`src/rtl/water_supply_arbiter_if.sv`:
```
// Handshake bundle between the washing-machine controllers and the shared
// inlet-valve arbiter.
interface water_supply_arbiter_if #(
    parameter int N_MACHINES = 4
) ();
    logic [N_MACHINES-1:0] req;
    logic                  pause;
    logic [N_MACHINES-1:0] grant;
    logic                  valve_open;
    logic [N_MACHINES-1:0] fill_done;
    logic                  busy;

    modport master (
        output req,
        output pause,
        input  grant,
        input  valve_open,
        input  fill_done,
        input  busy
    );

    modport slave (
        input  req,
        input  pause,
        output grant,
        output valve_open,
        output fill_done,
        output busy
    );
endinterface

```
`src/rtl/water_supply_arbiter.sv`:
```
// Round-robin arbiter sharing one mains inlet valve between N machine controllers;
// each grant keeps the valve open for FILL_COUNTS non-paused clocks, then pulses fill_done.
module water_supply_arbiter #(
    parameter int N_MACHINES  = 4,
    parameter int FILL_COUNTS = 10,
    parameter int CNT_W       = 6
) (
    input  logic                  clk,
    input  logic                  rst_n,
    water_supply_arbiter_if.slave bus
);
    localparam int PTR_W = (N_MACHINES > 1) ? $clog2(N_MACHINES) : 1;
    localparam logic [CNT_W-1:0] CNT_LAST = CNT_W'(FILL_COUNTS - 1);
    localparam logic [PTR_W-1:0] PTR_LAST = PTR_W'(N_MACHINES - 1);

    typedef enum logic [1:0] {
        S_IDLE    = 2'd0,
        S_FILL    = 2'd1,
        S_RELEASE = 2'd2
    } state_t;

    state_t                state_q, state_d;
    logic [N_MACHINES-1:0] grant_q, grant_d;
    logic [N_MACHINES-1:0] fill_done_q, fill_done_d;
    logic [CNT_W-1:0]      cnt_q, cnt_d;
    logic [PTR_W-1:0]      rr_ptr_q, rr_ptr_d;
    logic [PTR_W-1:0]      owner_q, owner_d;
    logic [PTR_W-1:0]      sel_s;

    function automatic logic [N_MACHINES-1:0] onehot(input logic [PTR_W-1:0] idx);
        logic [N_MACHINES-1:0] v;
        v      = {N_MACHINES{1'b0}};
        v[idx] = 1'b1;
        return v;
    endfunction

    function automatic logic [PTR_W-1:0] next_idx(input logic [PTR_W-1:0] p);
        return (p == PTR_LAST) ? {PTR_W{1'b0}} : p + PTR_W'(1);
    endfunction

    // First requester found scanning ptr, ptr+1, ... modulo N.
    function automatic logic [PTR_W-1:0] rr_pick(input logic [N_MACHINES-1:0] r,
                                                 input logic [PTR_W-1:0]      ptr);
        logic [PTR_W-1:0] pick;
        logic             found;
        int               idx;
        pick  = ptr;
        found = 1'b0;
        for (int i = 0; i < N_MACHINES; i++) begin
            idx = int'(ptr) + i;
            if (idx >= N_MACHINES) begin
                idx = idx - N_MACHINES;
            end
            if (!found && r[idx[PTR_W-1:0]]) begin
                pick  = idx[PTR_W-1:0];
                found = 1'b1;
            end
        end
        return pick;
    endfunction

    // Next-state and next-output computation for the valve FSM.
    always_comb begin
        state_d     = state_q;
        grant_d     = grant_q;
        fill_done_d = {N_MACHINES{1'b0}};
        cnt_d       = cnt_q;
        rr_ptr_d    = rr_ptr_q;
        owner_d     = owner_q;
        sel_s       = rr_pick(bus.req, rr_ptr_q);
        case (state_q)
            S_IDLE: begin
                if (|bus.req) begin
                    owner_d = sel_s;
                    grant_d = onehot(sel_s);
                    cnt_d   = {CNT_W{1'b0}};
                    state_d = S_FILL;
                end else begin
                    state_d = S_IDLE;
                end
            end
            S_FILL: begin
                // Abandonment outranks pause so a withdrawn machine never keeps the valve.
                if (!bus.req[owner_q]) begin
                    grant_d  = {N_MACHINES{1'b0}};
                    rr_ptr_d = next_idx(owner_q);
                    state_d  = S_IDLE;
                end else if (bus.pause) begin
                    cnt_d = cnt_q;
                end else if (cnt_q == CNT_LAST) begin
                    grant_d     = {N_MACHINES{1'b0}};
                    fill_done_d = onehot(owner_q);
                    rr_ptr_d    = next_idx(owner_q);
                    state_d     = S_RELEASE;
                end else begin
                    cnt_d = cnt_q + CNT_W'(1);
                end
            end
            S_RELEASE: begin
                state_d = S_IDLE;
            end
            default: begin
                grant_d = {N_MACHINES{1'b0}};
                state_d = S_IDLE;
            end
        endcase
    end

    // State and registered outputs.
    always_ff @(posedge clk or negedge rst_n) begin
        if (!rst_n) begin
            state_q     <= S_IDLE;
            grant_q     <= {N_MACHINES{1'b0}};
            fill_done_q <= {N_MACHINES{1'b0}};
            cnt_q       <= {CNT_W{1'b0}};
            rr_ptr_q    <= {PTR_W{1'b0}};
            owner_q     <= {PTR_W{1'b0}};
        end else begin
            state_q     <= state_d;
            grant_q     <= grant_d;
            fill_done_q <= fill_done_d;
            cnt_q       <= cnt_d;
            rr_ptr_q    <= rr_ptr_d;
            owner_q     <= owner_d;
        end
    end

    assign bus.grant      = grant_q;
    assign bus.fill_done  = fill_done_q;
    assign bus.valve_open = (state_q == S_FILL) & ~bus.pause;
    assign bus.busy       = (state_q != S_IDLE);
endmodule

```
`src/flat_wrapper.sv`:
```
// flat-port wrapper written by rule: the top's interface ports become plain ports
module water_supply_arbiter_flat 
#(
    parameter int N_MACHINES  = 4,
    parameter int FILL_COUNTS = 10,
    parameter int CNT_W       = 6
)
  (clk, rst_n, bus_req, bus_pause, bus_grant, bus_valve_open, bus_fill_done, bus_busy);
  water_supply_arbiter_if #(.N_MACHINES(N_MACHINES)) bus_i ();
  input  logic clk;
  input  logic rst_n;
  input wire logic [$bits(bus_i.req)-1:0] bus_req;
  input wire logic [$bits(bus_i.pause)-1:0] bus_pause;
  output wire logic [$bits(bus_i.grant)-1:0] bus_grant;
  output wire logic [$bits(bus_i.valve_open)-1:0] bus_valve_open;
  output wire logic [$bits(bus_i.fill_done)-1:0] bus_fill_done;
  output wire logic [$bits(bus_i.busy)-1:0] bus_busy;
  assign bus_i.req = bus_req;
  assign bus_i.pause = bus_pause;
  assign bus_grant = bus_i.grant;
  assign bus_valve_open = bus_i.valve_open;
  assign bus_fill_done = bus_i.fill_done;
  assign bus_busy = bus_i.busy;
  water_supply_arbiter #(.N_MACHINES(N_MACHINES), .FILL_COUNTS(FILL_COUNTS), .CNT_W(CNT_W)) u_core (.clk(clk), .rst_n(rst_n), .bus(bus_i));
endmodule
```
`config.mk`:
```
export PLATFORM = sky130hd
export DESIGN_NAME = water_supply_arbiter_flat
export DESIGN_NICKNAME = d
export VERILOG_FILES = /design/src/rtl/water_supply_arbiter_if.sv /design/src/rtl/water_supply_arbiter.sv /design/src/flat_wrapper.sv
export SDC_FILE = /design/constraint.sdc
export NUM_CORES = 1
export LEC_CHECK = 0
export CORE_MARGIN = 2
export CORE_UTILIZATION = 61
export CTS_CLUSTER_SIZE = 16
export DETAILED_ROUTE_END_ITERATION = 6
export DONT_BUFFER_PORTS = 1
export PLACE_DENSITY = 0.77
export SLEW_MARGIN = 20
export SYNTH_ARGS = -nofsm -noshare
export SYNTH_HDL_FRONTEND = slang
export SYNTH_SLANG_ARGS = --single-unit
```
`constraint.sdc`:
```
create_clock -name clk -period 2.25 [get_ports clk]
set_clock_uncertainty 0.05 [all_clocks]
set_input_delay 0.5625 -clock clk [delete_from_list [all_inputs] [get_ports clk]]
set_output_delay 0.5625 -clock clk [all_outputs]
set_load 0.01 [all_outputs]
```
==> impl_results.rst <==
.. list-table::
   :header-rows: 1

   * - Metric
     - Value
   * - Number of buffers added by the clock tree synthesis step
     - 3
   * - Initial detailed-routing violation count
     - 20
   * - Residual antenna-violating net count after detailed routing
     - 0
   * - Aggregate global routing overflow
     - 0
   * - Die Y
     - 47.04 microns
   * - Number of failing setup endpoints in the final timing report
     - 0
   * - Shortest period the worst path allows
     - around 1.8 ns
   * - Post-synthesis sequential element count
     - 20
   * - TritonCTS clock tree
     - done
   * - Number of fillers in the final layout
     - 134
   * - Clock latency of the later-clocked register in the worst-skew pair
     - 0.29 ns
   * - Synthesized Nets
     - 118
   * - Launch point of the worst hold path
     - bus_pause
   * - Areal power density over the cells
     - approximately 1100 nW/um^2
   * - Starting utilization of the core area
     - 65.43%
   * - Final routed DRC violation total
     - 0
   * - DIE AREA
     - 2212 sq um
   * - Via-to-Cell Ratio
     - 5.970
   * - Maximum fanout along the worst path
     - 5
   * - Leading cell types by total area after synthesis
     - sky130_fd_sc_hd__dfrtp_1 44%, sky130_fd_sc_hd__ha_1 6.6%, sky130_fd_sc_hd__and2_1 2.8%, sky130_fd_sc_hd__mux2_4 2.7%, sky130_fd_sc_hd__nand2_1 2.7%
   * - Number of buffers added on ports
     - 0
   * - Reg clk slew, reported paths
     - 0.10 ns
   * - Run status
     - complete, no violations
   * - Yosys warns
     - 0
   * - RR Endpoint
     - u_core.bus.grant[3]
   * - Number of gates resized after CTS
     - 0
   * - Synth top area share
     - 44.30%
   * - Buffer levels on the longest clock path
     - 2
   * - Setup Slack @ Placement
     - 0.3830 ns
   * - Global-route wire length before repair
     - 3.443 mm
   * - Number of global-route vias before repair
     - about 770
   * - Average detailed-routed wire length per instance
     - between 15 and 20 microns
   * - Ratio of cells with drive above 1 in the final layout
     - 15.60%
   * - P_leak
     - ~0.54 nW
   * - All-layer global routing usage
     - a little under a quarter
   * - CORE AREA
     - ~1700 sq um
   * - Antenna Diode Count
     - 0
   * - Final WS setup
     - 0.4023 ns
   * - Signed area change from the synthesized netlist to the final layout
     - 5.980%
   * - H-Tree Depth
     - 1
   * - WL final
     - around 2.0 mm
   * - Final-stage net count
     - ~120
   * - Leading cell types in the layout, fill and taps excluded
     - 20 x sky130_fd_sc_hd__dfrtp_1, 8 x sky130_fd_sc_hd__nand2_1, 6 x sky130_fd_sc_hd__inv_1, 6 x sky130_fd_sc_hd__ha_1
   * - Startpoint type of the worst setup path
     - flop
   * - Final hold viol count
     - 0
   * - Data required, critical path
     - ~2.4 ns
   * - I/O pin total
     - 17
   * - Last weighted congestion value of the routability-driven placer
     - 0.8151
   * - TritonCTS sink count
     - 20
   * - Post-route clock period utilization
     - 82.12%
   * - Startpoint-to-endpoint class of the critical path
     - reg -> reg
   * - Mean post-synth cell area
     - 10.76 sq um
   * - Least-Margin Pin Slew
     - 0.8674 ns
   * - Syn Std Cell Area
     - 1130 sq um
   * - Initial antenna violation count
     - 0
   * - Die width
     - 47.04 microns
   * - RSZ-0062 raised after global routing
     - no
   * - Max Transition Viols Final
     - 0
   * - Worst reg2reg path depth
     - 4
   * - Slew Limit Headroom
     - 41.98%
   * - Worst reg2reg path startpoint
     - u_core.cnt_q[2]
   * - Number of distinct library cell variants in the gate-level netlist after synthesis
     - 41
   * - Cell type with the largest total area after synthesis
     - sky130_fd_sc_hd__dfrtp_1
   * - Pin count of the biggest net entering global routing
     - 21
   * - Peak supply drop
     - 824.1 uV
   * - HPWL after detailed placement
     - 1.564 mm
   * - Site Rows
     - 15
   * - Slack of the worst reg-to-reg path
     - 0.40 ns
   * - Most common cell after layout, fill and taps aside
     - sky130_fd_sc_hd__dfrtp_1
   * - Timing-limited maximum frequency
     - 541.2 MHz
   * - Number of detailed-route iterations in the first pass
     - 4
   * - Root Buffer
     - sky130_fd_sc_hd__clkbuf_4
   * - Total number of vias
     - 800
   * - Final-layout setup total negative slack
     - 0 ns
   * - End of the worst hold path
     - u_core.state_q[0]
   * - Hold Crit Class
     - in -> reg
   * - Endpoint class of the critical path
     - flop
   * - Number of instances in the synthesized netlist
     - 105
   * - Sequential share of the synthesized area
     - 44.30%
   * - Cell depth of the worst hold path
     - 2
   * - Max-capacitance violation count
     - 0
   * - Arrival time of the worst setup path
     - 1.99 ns
==> worst max-delay path by stage <==
stage | startpoint | end | slack, ns | cells past startpoint
global placement | u_core.cnt_q[2] | u_core.bus.grant[3] | 0.44 | 4
floorplan | bus_req[3] | u_core.rr_ptr_q[0] | 0.48 | 4
detailed placement | bus_req[0] | u_core.bus.grant[2] | 0.38 | 4
global route | u_core.cnt_q[2] | u_core.bus.grant[3] | 0.31 | 4
finish | u_core.cnt_q[2] | u_core.bus.grant[3] | 0.40 | 4
CTS | u_core.cnt_q[2] | u_core.rr_ptr_q[0] | 0.40 | 4
==> sequential cells by signal (all words and copies together) (netlist names) <==
signal and count:
u_core.bus.grant 4, u_core.bus.fill_done 4, u_core.rr_ptr_q 2, u_core.cnt_q 6, u_core.owner_q 2, u_core.state_q 2
==> worst max-delay path, cell delays in order, from the launching register on <==
cell,delay [ns]
sky130_fd_sc_hd__dfrtp_1,0.43
sky130_fd_sc_hd__or4b_4,0.62
sky130_fd_sc_hd__o311ai_4,0.28
sky130_fd_sc_hd__a21oi_2,0.14
sky130_fd_sc_hd__a2bb2o_4,0.23
==> per-stage QoR <==
stage	power (W)	hold WS [ns]	cells	utilization (%)	instance area, sq um
2_1_floorplan	0.001022	0.2169	105	-	1130
3_3_place_gp	0.001117	0.2174	130	67.46	1165
3_5_place_dp	0.001148	0.2175	130	67.46	1165
4_1_cts	0.001319	0.4038	134	69.35	1197
5_1_grt	0.001415	0.4120	134	69.35	1197
6_report	0.001305	0.4115	134	69.35	1197
==> cells by family after synthesis <==
kind of cell             after synthesis  share of synthesized area (%)
buffers and inverters                  8                          2.657
AO/OA/AOI/OAI                         29                          21.71
XOR/XNOR                               1                         0.7753
adder cells (fa/ha/maj)                6                          6.644
AND/OR/NAND/NOR                       38                          19.27
multiplexers                           3                          4.651
flip-flops                            20                          44.30
==> metal layers <==
| metal | global-route usage, % | share of wire, % | vias up |
|---|---|---|---|
| met4 | 5.000 | 1.2 | 0 |
| met1 | 28.64 | 44 | 384 |
| li1 | - | - | 392 |
| met2 | 38.08 | 50 | 20 |
| met5 | 0 | 0 | - |
| met3 | 8.462 | 4.9 | 4 |
==> area by class of cell <==
| class | instances | area [sq um] | area share, % |
|---|---|---|---|
| clock buffer | 3 | 22.52 | 1.881 |
| inverter | 7 | 26.28 | 2.194 |
| multi-input combinational | 77 | 599.3 | 50.05 |
| sequential | 20 | 500.5 | 41.80 |
| tap | 25 | 31.28 | 2.612 |
| timing repair buffer | 2 | 17.52 | 1.463 |
==> cell usage after synthesis <==
cell,instances
sky130_fd_sc_hd__a211o_1,1
sky130_fd_sc_hd__a21boi_0,1
sky130_fd_sc_hd__a21oi_1,3
sky130_fd_sc_hd__a21oi_2,1
sky130_fd_sc_hd__a22o_1,2
sky130_fd_sc_hd__a2bb2o_4,1
sky130_fd_sc_hd__a31oi_1,1
sky130_fd_sc_hd__and2_1,5
sky130_fd_sc_hd__and3_1,3
sky130_fd_sc_hd__clkbuf_1,1
sky130_fd_sc_hd__dfrtp_1,20
sky130_fd_sc_hd__ha_1,6
sky130_fd_sc_hd__inv_1,6
sky130_fd_sc_hd__inv_2,1
sky130_fd_sc_hd__mux2_4,2
sky130_fd_sc_hd__mux4_2,1
sky130_fd_sc_hd__nand2_1,8
sky130_fd_sc_hd__nand2_2,1
sky130_fd_sc_hd__nand3_1,2
sky130_fd_sc_hd__nand4_1,2
sky130_fd_sc_hd__nor2_1,5
sky130_fd_sc_hd__nor2_2,1
sky130_fd_sc_hd__nor2b_1,3
sky130_fd_sc_hd__nor3b_1,1
sky130_fd_sc_hd__nor3b_2,1
sky130_fd_sc_hd__nor4_1,1
sky130_fd_sc_hd__o211ai_1,3
sky130_fd_sc_hd__o21ai_0,4
sky130_fd_sc_hd__o21ai_1,2
sky130_fd_sc_hd__o21ai_2,1
sky130_fd_sc_hd__o21bai_1,1
sky130_fd_sc_hd__o22a_1,1
sky130_fd_sc_hd__o22ai_1,2
sky130_fd_sc_hd__o2bb2ai_1,1
sky130_fd_sc_hd__o311ai_4,1
sky130_fd_sc_hd__o31ai_1,2
sky130_fd_sc_hd__o31ai_4,1
sky130_fd_sc_hd__or2_1,2
sky130_fd_sc_hd__or3_1,2
sky130_fd_sc_hd__or4b_4,1
sky130_fd_sc_hd__xor2_1,1
==> power by group <==
part / internal, W / leakage, nW / switching, W
sequential: 0.000449 / 0.264 / 0.000123
combinational: 0.000271 / 0.262 / 0.000303
clock: 0.0000623 / 0.0138 / 0.0000964
==> timing repair <==
item / in CTS / in global routing
setup endpoints to repair: 0 / 0
setup buffers: 0 / 0
hold buffers: 1 / 0
hold endpoints to repair: 20 / 0
Note: power is estimated with default switching activity, not from simulation.
